**src/rtl/sfm_tcdm_pkg.sv**
```systemverilog
// sfm_tcdm_pkg
// Shared definitions for the softmax-streamer TCDM splitter: the lane
// width constants, lane data/byte-enable types and the lane address helper.
package sfm_tcdm_pkg;

    localparam int unsigned LANE_DW = 32;
    localparam int unsigned LANE_BE = LANE_DW / 8;

    typedef logic [LANE_DW-1:0] lane_data_t;
    typedef logic [LANE_BE-1:0] lane_be_t;

    // Byte address of lane ii within a wide word starting at base.
    function automatic logic [31:0] lane_addr(input logic [31:0] base, input int unsigned ii);
        return base + 32'(ii * LANE_BE);
    endfunction

endpackage

```
**src/rtl/sfm_lane_fifo.sv**
```systemverilog
// sfm_lane_fifo
// Per-lane read response FIFO, DEPTH x 32 bit. Output data comes straight
// from the storage registers, so a pushed word is visible the cycle after
// the push (no fall-through).
// Ports:
//   clk_i, rst_ni  clock, synchronous active-low reset
//   push_i/data_i  write side; a push into a full FIFO is dropped unless a
//                  pop happens in the same cycle
//   pop_i/data_o   read side; data_o is the head entry when !empty_o
//   full_o/empty_o occupancy flags
module sfm_lane_fifo
    import sfm_tcdm_pkg::*;
#(
    parameter int unsigned DEPTH = 4
) (
    input  logic       clk_i,
    input  logic       rst_ni,
    input  logic       push_i,
    input  lane_data_t data_i,
    input  logic       pop_i,
    output lane_data_t data_o,
    output logic       full_o,
    output logic       empty_o
);

    localparam int unsigned AW = (DEPTH > 1) ? $clog2(DEPTH) : 1;
    localparam int unsigned CW = $clog2(DEPTH + 1);

    lane_data_t    mem_q [DEPTH];
    logic [AW-1:0] rptr_q, rptr_d;
    logic [AW-1:0] wptr_q, wptr_d;
    logic [CW-1:0] cnt_q, cnt_d;
    logic          do_push, do_pop;

    assign full_o  = (cnt_q == CW'(DEPTH));
    assign empty_o = (cnt_q == '0);
    assign data_o  = mem_q[rptr_q];

    // A pop frees the head slot before the push is considered.
    assign do_pop  = pop_i & ~empty_o;
    assign do_push = push_i & (~full_o | do_pop);

    always_comb begin
        rptr_d = rptr_q;
        wptr_d = wptr_q;
        cnt_d  = cnt_q;
        if (do_pop)
            rptr_d = (rptr_q == AW'(DEPTH - 1)) ? '0 : rptr_q + 1'b1;
        if (do_push)
            wptr_d = (wptr_q == AW'(DEPTH - 1)) ? '0 : wptr_q + 1'b1;
        if (do_push && !do_pop)
            cnt_d = cnt_q + 1'b1;
        else if (do_pop && !do_push)
            cnt_d = cnt_q - 1'b1;
    end

    always_ff @(posedge clk_i) begin
        if (!rst_ni) begin
            rptr_q <= '0;
            wptr_q <= '0;
            cnt_q  <= '0;
        end else begin
            rptr_q <= rptr_d;
            wptr_q <= wptr_d;
            cnt_q  <= cnt_d;
        end
    end

    always_ff @(posedge clk_i) begin
        if (do_push)
            mem_q[wptr_q] <= data_i;
    end

endmodule

```
**src/rtl/sfm_tcdm_splitter.sv**
```systemverilog
// sfm_tcdm_splitter
// Splits one wide TCDM request into MP 32-bit lane requests. Lanes may be
// granted in different cycles; the wide grant fires once every lane is
// granted (or skipped). Read responses per lane are queued and recombined
// into one wide response when every lane has data. Outstanding wide reads
// are bounded by DEPTH.
// Ports:
//   clk_i, rst_ni              clock, synchronous active-low reset
//   req_i/gnt_o                wide request handshake (gnt_o combinational)
//   add_i, wen_i, be_i, data_i wide request payload (wen_i=1 is a read)
//   r_data_o/r_valid_o/r_ready_i  wide read response
//   err_o                      sticky protocol error
//   tcdm_*                     MP lane ports towards the interconnect
module sfm_tcdm_splitter
    import sfm_tcdm_pkg::*;
#(
    parameter int unsigned DW         = 128,
    parameter int unsigned MP         = DW / LANE_DW,
    parameter int unsigned DEPTH      = 4,
    parameter bit          SKIP_EMPTY = 1'b1
) (
    input  logic                           clk_i,
    input  logic                           rst_ni,
    input  logic                           req_i,
    output logic                           gnt_o,
    input  logic [31:0]                    add_i,
    input  logic                           wen_i,
    input  logic [DW/8-1:0]                be_i,
    input  logic [DW-1:0]                  data_i,
    output logic [DW-1:0]                  r_data_o,
    output logic                           r_valid_o,
    input  logic                           r_ready_i,
    output logic                           err_o,
    output logic [MP-1:0]                  tcdm_req_o,
    input  logic [MP-1:0]                  tcdm_gnt_i,
    output logic [MP-1:0][LANE_DW-1:0]     tcdm_add_o,
    output logic [MP-1:0]                  tcdm_wen_o,
    output logic [MP-1:0][LANE_BE-1:0]     tcdm_be_o,
    output logic [MP-1:0][LANE_DW-1:0]     tcdm_data_o,
    input  logic [MP-1:0][LANE_DW-1:0]     tcdm_r_data_i,
    input  logic [MP-1:0]                  tcdm_r_valid_i
);

    localparam int unsigned CW = $clog2(DEPTH + 1);

    logic [MP-1:0]              done_q, done_d;
    logic [CW-1:0]              cnt_q, cnt_d;
    logic                       err_q, err_d;
    logic [MP-1:0]              skip;
    logic [MP-1:0]              fifo_full, fifo_empty;
    logic [MP-1:0][LANE_DW-1:0] fifo_rdata;
    logic                       stall, active, pop, inc, dec;

    // Lane fan-out of the wide payload.
    always_comb begin
        for (int unsigned ii = 0; ii < MP; ii++) begin
            skip[ii]        = SKIP_EMPTY & ~wen_i & (be_i[ii*LANE_BE +: LANE_BE] == '0);
            tcdm_add_o[ii]  = lane_addr(add_i, ii);
            tcdm_wen_o[ii]  = wen_i;
            tcdm_be_o[ii]   = be_i[ii*LANE_BE +: LANE_BE];
            tcdm_data_o[ii] = data_i[ii*LANE_DW +: LANE_DW];
            r_data_o[ii*LANE_DW +: LANE_DW] = fifo_rdata[ii];
        end
    end

    // Requests are gated by rst_ni so nothing leaks out during reset.
    assign stall      = wen_i & (cnt_q == CW'(DEPTH));
    assign active     = rst_ni & req_i & ~stall;
    assign tcdm_req_o = {MP{active}} & ~done_q & ~skip;
    assign gnt_o      = active & (&(done_q | tcdm_gnt_i | skip));

    assign r_valid_o  = &(~fifo_empty);
    assign pop        = r_valid_o & r_ready_i;
    assign inc        = gnt_o & wen_i;
    // Underflow guard: only reachable after stray responses have raised err.
    assign dec        = pop & (cnt_q != '0);

    always_comb begin
        done_d = gnt_o ? '0 : (done_q | (tcdm_req_o & tcdm_gnt_i));
        cnt_d  = cnt_q;
        if (inc && !dec)
            cnt_d = cnt_q + 1'b1;
        else if (dec && !inc)
            cnt_d = cnt_q - 1'b1;
        err_d = err_q
              | (|(tcdm_r_valid_i & fifo_full & ~{MP{pop}}))
              | ((cnt_q == '0) & (|tcdm_r_valid_i));
    end

    always_ff @(posedge clk_i) begin
        if (!rst_ni) begin
            done_q <= '0;
            cnt_q  <= '0;
            err_q  <= 1'b0;
        end else begin
            done_q <= done_d;
            cnt_q  <= cnt_d;
            err_q  <= err_d;
        end
    end

    assign err_o = err_q;

    for (genvar g = 0; g < MP; g++) begin : gen_lane
        sfm_lane_fifo #(
            .DEPTH (DEPTH)
        ) i_fifo (
            .clk_i   (clk_i),
            .rst_ni  (rst_ni),
            .push_i  (tcdm_r_valid_i[g]),
            .data_i  (tcdm_r_data_i[g]),
            .pop_i   (pop),
            .data_o  (fifo_rdata[g]),
            .full_o  (fifo_full[g]),
            .empty_o (fifo_empty[g])
        );
    end

endmodule
```
**config.mk**
```make
export PLATFORM = sky130hd
export DESIGN_NAME = sfm_tcdm_splitter
export DESIGN_NICKNAME = d
export VERILOG_FILES = /design/src/rtl/sfm_tcdm_pkg.sv /design/src/rtl/sfm_lane_fifo.sv /design/src/rtl/sfm_tcdm_splitter.sv
export SDC_FILE = /design/constraint.sdc
export NUM_CORES = 1
export LEC_CHECK = 0
export ABC_AREA = 1
export CAP_MARGIN = 20
export CORE_AREA = 5 5 280 282
export DETAILED_ROUTE_END_ITERATION = 8
export DIE_AREA = 0 0 285 287
export DONT_BUFFER_PORTS = 1
export PLACE_DENSITY_LB_ADDON = 0.1
export SYNTH_ARGS = -nofsm -noshare
export SYNTH_HDL_FRONTEND = slang
export SYNTH_HIERARCHICAL = 1
export SYNTH_SLANG_ARGS = --single-unit
export TNS_END_PERCENT = 1
```
**constraint.sdc**
```tcl
create_clock -name clk_i -period 4.2 [get_ports clk_i]
set_clock_uncertainty 0.1 [all_clocks]
set_input_delay 0.42 -clock clk_i [delete_from_list [all_inputs] [get_ports clk_i]]
set_output_delay 0.42 -clock clk_i [all_outputs]
set_load 0.01 [all_outputs]
```
=== Word level (Yosys, flattened, before mapping) ===
Memories as Yosys holds them, arrays and structs flattened. A register that Yosys moved wholly into a read port is not among the register bits.
Index checks and enable logic that the tools add are counted.

* Register bits after elaboration: 36
* Memory bits (writable): 512
* Bits of input ports: 317
* Output and inout port bits: 411
* Word-level logic and storage cells: 176
* Memories kept: 4

* Add/sub/neg operators: 21
* Equal/unequal tests: 13
* Muxes and demuxes: 34
* Bitwise gates (word level): 49
* Reductions and logical operators: 40

{| class="wikitable"
|+ Memory list
! memory !! words !! bits a word !! rd ports !! clocked after memory_dff !! wr ports !! line !! text
|-
| gen_lane[0].i_fifo.mem_q || 4 || 32 || 1 || 1 || 1 || sfm_lane_fifo.sv:29 || <nowiki>lane_data_t mem_q [DEPTH];</nowiki>
|-
| gen_lane[1].i_fifo.mem_q || 4 || 32 || 1 || 1 || 1 || sfm_lane_fifo.sv:29 ||
|-
| gen_lane[2].i_fifo.mem_q || 4 || 32 || 1 || 1 || 1 || sfm_lane_fifo.sv:29 ||
|-
| gen_lane[3].i_fifo.mem_q || 4 || 32 || 1 || 1 || 1 || sfm_lane_fifo.sv:29 ||
|}

{| class="wikitable"
|+ Operators by type and width
! kind !! count
|-
| $add A32 B4 Y32 const B || 2
|-
| $add A32 B3 Y32 const B || 1
|-
| $mux W2 || 16
|-
| $mux W3 || 10
|-
| $and A1 B1 Y1 || 20
|-
| $and A4 B4 Y4 || 5
|-
| $add A2 B1 Y2 const B || 8
|-
| $eq A2 B2 Y1 const B || 8
|-
| $logic_not A4 Y1 || 4
|-
| $not A4 Y4 || 4
|-
| $add A3 B1 Y3 const B || 5
|-
| $eq A3 B3 Y1 const B || 5
|-
| $logic_not A3 Y1 || 5
|-
| $sub A3 B1 Y3 const B || 5
|-
| $or A4 B4 Y4 || 3
|-
| $not A1 Y1 || 11
|-
| $logic_and A1 B1 Y1 || 10
|-
| $logic_not A1 Y1 || 10
|-
| $reduce_bool A2 Y1 || 5
|-
| $mux W1 || 8
|-
| $reduce_and A4 Y1 || 2
|-
| $reduce_or A4 Y1 || 2
|-
| $or A1 B1 Y1 || 6
|-
| $reduce_bool A3 Y1 || 1
|-
| $reduce_or A2 Y1 || 1
|}

=== Logic depth before layout (Yosys ltp) ===
* Word-level depth: 11
* Mapped depth: 19

=== Cells and area by module ===
Netlist, hierarchy kept.

{| class="wikitable"
|+ By module, submodules not included
! module !! instances !! cells an instance !! area an instance (sq um) !! sequential area each (sq um)
|-
| sfm_lane_fifo || 4 || 379 || 5277.6 || 4023.9
|-
| sfm_tcdm_splitter || 1 || 649 || 3888.7 || 160.2
|}

=== Least setup slack after synthesis ===
No wires, ideal clock.

* Kind: flip-flop to flip-flop
* Start point: register gen_lane[3].i_fifo.cnt_q[1]
* End point: memory gen_lane[0].i_fifo/mem_q[0][0] in the netlist's numbering (enable)
* Library setup time: 0.421 ns
* Data arrival time: 3.185 ns
* Slack: 0.494 ns
* Cell stages (with the launch flop): 11
* Buffers on the path: 0
* Clock period less this slack: 3.706 ns
* Cell sequence: dfxtp_1 nor2_1 nand2_1 inv_1 nor2_1 nand2_1 nor2_1 inv_1 nand3_1 nand2_1 nor2_1

* Word-level cells in the longest chain between the ends: 9

{| class="wikitable"
|+ Ends and longest elaborated chain
! what !! line !! text
|-
| start: declaration || sfm_lane_fifo.sv:32 || <nowiki>logic [CW-1:0] cnt_q, cnt_d;</nowiki>
|-
| start signal: assignment || sfm_lane_fifo.sv:65 || <nowiki>cnt_q <= cnt_d;</nowiki>
|-
| $logic_not A3 Y1 || sfm_lane_fifo.sv:36 || <nowiki>assign empty_o = (cnt_q == '0);</nowiki>
|-
| named net fifo_empty[3] || sfm_tcdm_splitter.sv:50 || <nowiki>logic [MP-1:0] fifo_full, fifo_empty;</nowiki>
|-
| $not A4 Y4 || sfm_tcdm_splitter.sv:72 || <nowiki>assign r_valid_o = &(~fifo_empty);</nowiki>
|-
| $reduce_and A4 Y1 || sfm_tcdm_splitter.sv:72 ||
|-
| $and A1 B1 Y1 || sfm_tcdm_splitter.sv:73 || <nowiki>assign pop = r_valid_o & r_ready_i;</nowiki>
|-
| named net pop || sfm_tcdm_splitter.sv:52 || <nowiki>logic stall, active, pop, inc, dec;</nowiki>
|-
| $and A1 B1 Y1 || sfm_lane_fifo.sv:40 || <nowiki>assign do_pop = pop_i & ~empty_o;</nowiki>
|-
| $or A1 B1 Y1 || sfm_lane_fifo.sv:41 || <nowiki>assign do_push = push_i & (~full_o | do_pop);</nowiki>
|-
| $and A1 B1 Y1 || sfm_lane_fifo.sv:41 ||
|-
| $mux W1 || sfm_lane_fifo.sv:70 || <nowiki>if (do_push)</nowiki>
|-
| $mux W1 (implied by the code) || sfm_lane_fifo.sv:71 || <nowiki>mem_q[wptr_q] <= data_i;</nowiki>
|-
| end: declaration || sfm_lane_fifo.sv:29 ||
|}

The timed path passes the listed nets, and every way through them passes these cells.

=== Worst setup path in the final report ===
* Start point: register gen_lane[3].i_fifo.cnt_q[1]
* End point: register gen_lane[2].i_fifo.cnt_q[2]

* Word-level cells in the longest chain between the ends: 10

{| class="wikitable"
|+ Ends and longest elaborated chain
! what !! line !! text
|-
| $logic_not A3 Y1 (*) || sfm_lane_fifo.sv:36 ||
|-
| named net fifo_empty[3] || sfm_tcdm_splitter.sv:50 ||
|-
| $not A4 Y4 (*) || sfm_tcdm_splitter.sv:72 ||
|-
| $reduce_and A4 Y1 (*) || sfm_tcdm_splitter.sv:72 ||
|-
| $and A1 B1 Y1 (*) || sfm_tcdm_splitter.sv:73 ||
|-
| named net pop || sfm_tcdm_splitter.sv:52 ||
|-
| $and A1 B1 Y1 (*) || sfm_lane_fifo.sv:40 ||
|-
| $or A1 B1 Y1 (*) || sfm_lane_fifo.sv:41 ||
|-
| $and A1 B1 Y1 (*) || sfm_lane_fifo.sv:41 ||
|-
| named net gen_lane[2].i_fifo.do_push || sfm_lane_fifo.sv:33 || <nowiki>logic do_push, do_pop;</nowiki>
|-
| $logic_not A1 Y1 || sfm_lane_fifo.sv:53 || <nowiki>else if (do_pop && !do_push)</nowiki>
|-
| $logic_and A1 B1 Y1 || sfm_lane_fifo.sv:53 ||
|-
| $reduce_bool A2 Y1 (no source line) || -- ||
|-
| end signal: assignment || sfm_lane_fifo.sv:65 ||
|-
| end: declaration || sfm_lane_fifo.sv:32 ||
|}

Mark *: on every way through the listed nets, which the timed path passes. The rest lies on a longest branch.
A chain may end at the register's enable or synchronous reset.

==> summary.md <==
| Metric | Value |
|---|---|
| Initial drt markers | `684` |
| Post-route cell area | `27590 um^2` |
| Sequential-to-total area share from yosys stat | `0.6503` |
| Nets | `2473` |
| Vias in the first global route | `15250` |
| WP depth | `21` |
| Fill cells | `7366` |
| Number of remaining DRC errors | `0` |
| Crit Path Class | `flop to flop` |
| PwrDens | `470.9 nW/um^2` |
| Post-route ant nets | `0` |
| Post-DP Area | `24490 um^2` |
| Worst hold-check path type | `input pin to flop` |
| GRT Util Overall | `0.1811` |
| Root Buffer | `clkbuf_16` |
| Initial antenna violation count | `5` |
| Die area | `81800 um^2` |
| Critical Path Max Stage Delay | `0.54 ns` |
| H-tree Lvls | `2` |
| Hold path cells | `4` |
| Cts bufs inserted | `57` |
| Setup violations, final | `0` |
| Resize count post-CTS | `0` |
| Die Ht | `287 um` |
| Core area | `75440 um^2` |
| Worst-Margin Slew | `0.9831 ns` |
| Pleak | `9.691 nW` |
| RSZ-0062 raised after global routing | `no` |
| CP Buf/Inv Count | `7` |
| Required time of the worst setup path | `4.59 ns` |
| Via count | `15730` |
| Placed cells | `2902` |
| Worst-path clk slew | `0.06 ns` |
| Cell row count | `101` |
| Post-Layout Cell Count | `3149` |
| Max Slew Vio Count | `0` |
| Vias/cell | `4.995` |
| Routed wire length | `78340 um` |
| Shortest clock period the worst path allows after layout | `3.502 ns` |
| Post-synthesis register bit count | `556` |
| Overall power | `12.99 mW` |
| Warnings, synthesis | `6` |
| Worst r2r path cells | `21` |
| Share of post-route cells with drive strength above 1 | `0.08249` |
| Dpl ws | `1.133 ns` |
| # IOs | `728` |
| WP data arrival | `3.89 ns` |
| Worst Setup End Kind | `flop` |
| CTS sink count | `556` |
| Final setup margin | `0.6976 ns` |
| Die X | `285 um` |
| CTS tree | `yes` |
| Slowest CP cell | `dlygate4sd3_1` |
| Setup_tns | `0 ns` |
| Commonest non-fill, non-tap cell in the layout | `edfxtp_1` |
| Starting Density | `0.3314` |
| DR WL/cell | `24.88 um` |
| Syn Area/Cell | `11.55 um^2` |
| Worst vdd ir | `0.3159 mV` |
| Clock latency on the worst-skew pair | `0.59 ns` |
| Synthesized area | `25000 um^2` |
| P&R area growth vs syn | `10.38%` |
| Post-Synthesis Cells | `2165` |
| Commonest non-fill, non-tap cells in the layout | `edfxtp_1, nor2_1, nand2_1, o21ai_0, dlygate4sd3_1` |
| Routability cong. | `0.9118` |
| Crit path max fanout | `9` |
| Most frequent CP cell | `nand2_1` |
| Clock Path Buffers | `3` |
| Post-DP HPWL | `55430 um` |
| WHS | `0.05920 ns` |
| Largest net degree at the start of global routing | `65` |
| CP delay by family, top | `simple AND/OR/NAND/NOR gates` |
| Final period util | `0.8339` |
| Number of port buffers | `0` |
| Fin util | `0.3658` |
| Startpoint types | `flop` |
| Fmax | `285.5 MHz` |
| Slew headroom | `0.3446` |
| Post-synth cell types | `34` |
| Status | `finished, final reports clean` |
| Critical-path cell list | `nor2_1 -> nand2_1 -> inv_1 -> nor2_1 -> nand2_1 -> nor2_1 -> buf_4 -> inv_1 -> nand3_1 -> nand2_1 -> inv_1 -> ha_1 -> inv_1 -> fa_1 -> inv_1 -> nand2_1 -> nand3_1 -> nand2_1 -> nand2_1 -> dlygate4sd3_1 -> nor2_1` |
| Synth Net Count | `2516` |
| First-pass GRT wire length | `110600 um` |
| First drt pass iteration count | `5` |
| Total congestion overflow | `0` |
| MaxCap Viol Count | `0` |
| Final Hold Viols | `0` |
[state kept, by name, indices dropped and copies added, names as in the netlist, named ones only]
register                cells
gen_lane.i_fifo/wptr_q      8
gen_lane.i_fifo/mem_q     512
done_q                      4
cnt_q                       3
err_o                       1
gen_lane.i_fifo/cnt_q      12
gen_lane.i_fifo/rptr_q      8
[layer usage]
| metal | routed length [um] | track usage | vias up |
|---|---|---|---|
| li1 | - | - | 7296 |
| met4 | 2476 | 0.05528 | 4 |
| met2 | 40200 | 0.3250 | 696 |
| met5 | 160 | 0.01369 | - |
| met3 | 8751 | 0.08993 | 112 |
| met1 | 26750 | 0.1849 | 7622 |
[report_power, final]
part	switching, mW	internal [mW]
combinational	1.21	0.455
clock	2.01	2.62
sequential	0.159	6.53
total	3.38	9.61
[timing repair]
item	CTS	global route
hold buffers	139	0
endpoints found under the hold margin	556	0
setup buffers	0	0
[final cells by class]
class                   count  area, um^2  share of cell area
clock inverters            22       137.6            0.004988
clock buffers              85        1562             0.05659
well taps                 978        1224             0.04435
diodes                      1       2.502          0.00009069
flip-flops and latches    556       16260              0.5893
repair buffers            171        1654             0.05994
inverters                 132       525.5             0.01904
multi-input cells        1204        6228              0.2257
[cell families (layout without fill, tap and decap cells)]
| kind of cell | Yosys count | in the layout | synth area share |
|---|---|---|---|
| AND/OR/NAND/NOR | 687 | 687 | 0.1155 |
| flip-flops | 556 | 556 | 0.6503 |
| AO/OA/AOI/OAI | 435 | 435 | 0.09434 |
| buffers and inverters | 405 | 410 | 0.1046 |
| XOR/XNOR | 48 | 48 | 0.01682 |
| adder cells (fa/ha/maj) | 34 | 34 | 0.01852 |
| other | 0 | 1 | 0 |
[worst reg2reg max path, stage by stage, from the launching register on]
cell           delay (ns)
dfxtp_1              0.40
nor2_1               0.09
nand2_1              0.14
inv_1                0.06
nor2_1               0.11
nand2_1              0.09
nor2_1               0.13
buf_4                0.18
inv_1                0.05
nand3_1              0.15
nand2_1              0.28
inv_1                0.13
ha_1                 0.18
inv_1                0.07
fa_1                 0.37
inv_1                0.06
nand2_1              0.04
nand3_1              0.08
nand2_1              0.06
nand2_1              0.05
dlygate4sd3_1        0.54
nor2_1               0.04
[cells in the mapped netlist (all sizes together)]
master / number / share of area
edfxtp: 512 / 0.62
nor2: 383 / 0.062
o21ai: 274 / 0.055
buf: 265 / 0.082
nand2: 212 / 0.032
inv: 132 / 0.021
o22ai: 128 / 0.032
nand3: 64 / 0.013
dfxtp: 44 / 0.035
xor2: 41 / 0.014
ha: 29 / 0.015
a21oi: 24 / 0.0050
nor3: 13 / 0.0040
clkbuf: 8 / 0.0014
nand4: 8 / 0.0020
xnor2: 7 / 0.0025
a21boi: 5 / 0.0015
fa: 5 / 0.0040
or2: 5 / 0.0013
a31oi: 4 / 0.0010
nor3b: 2 / 0.00060
[path summary, 6_finish.rpt]
kind	startpoint	end	slack [ns]
worst max register to register	gen_lane[3].i_fifo/cnt_q[1]	gen_lane[2].i_fifo/cnt_q[2]	0.70
worst min register to register	gen_lane[3].i_fifo/rptr_q[1]	gen_lane[3].i_fifo/rptr_q[1]	0.38
worst max-delay path	gen_lane[3].i_fifo/cnt_q[1]	gen_lane[2].i_fifo/cnt_q[2]	0.70
worst min-delay path	tcdm_r_valid_i[2]	err_o	0.06
No activity file was read; power rests on OpenSTA's default activity.
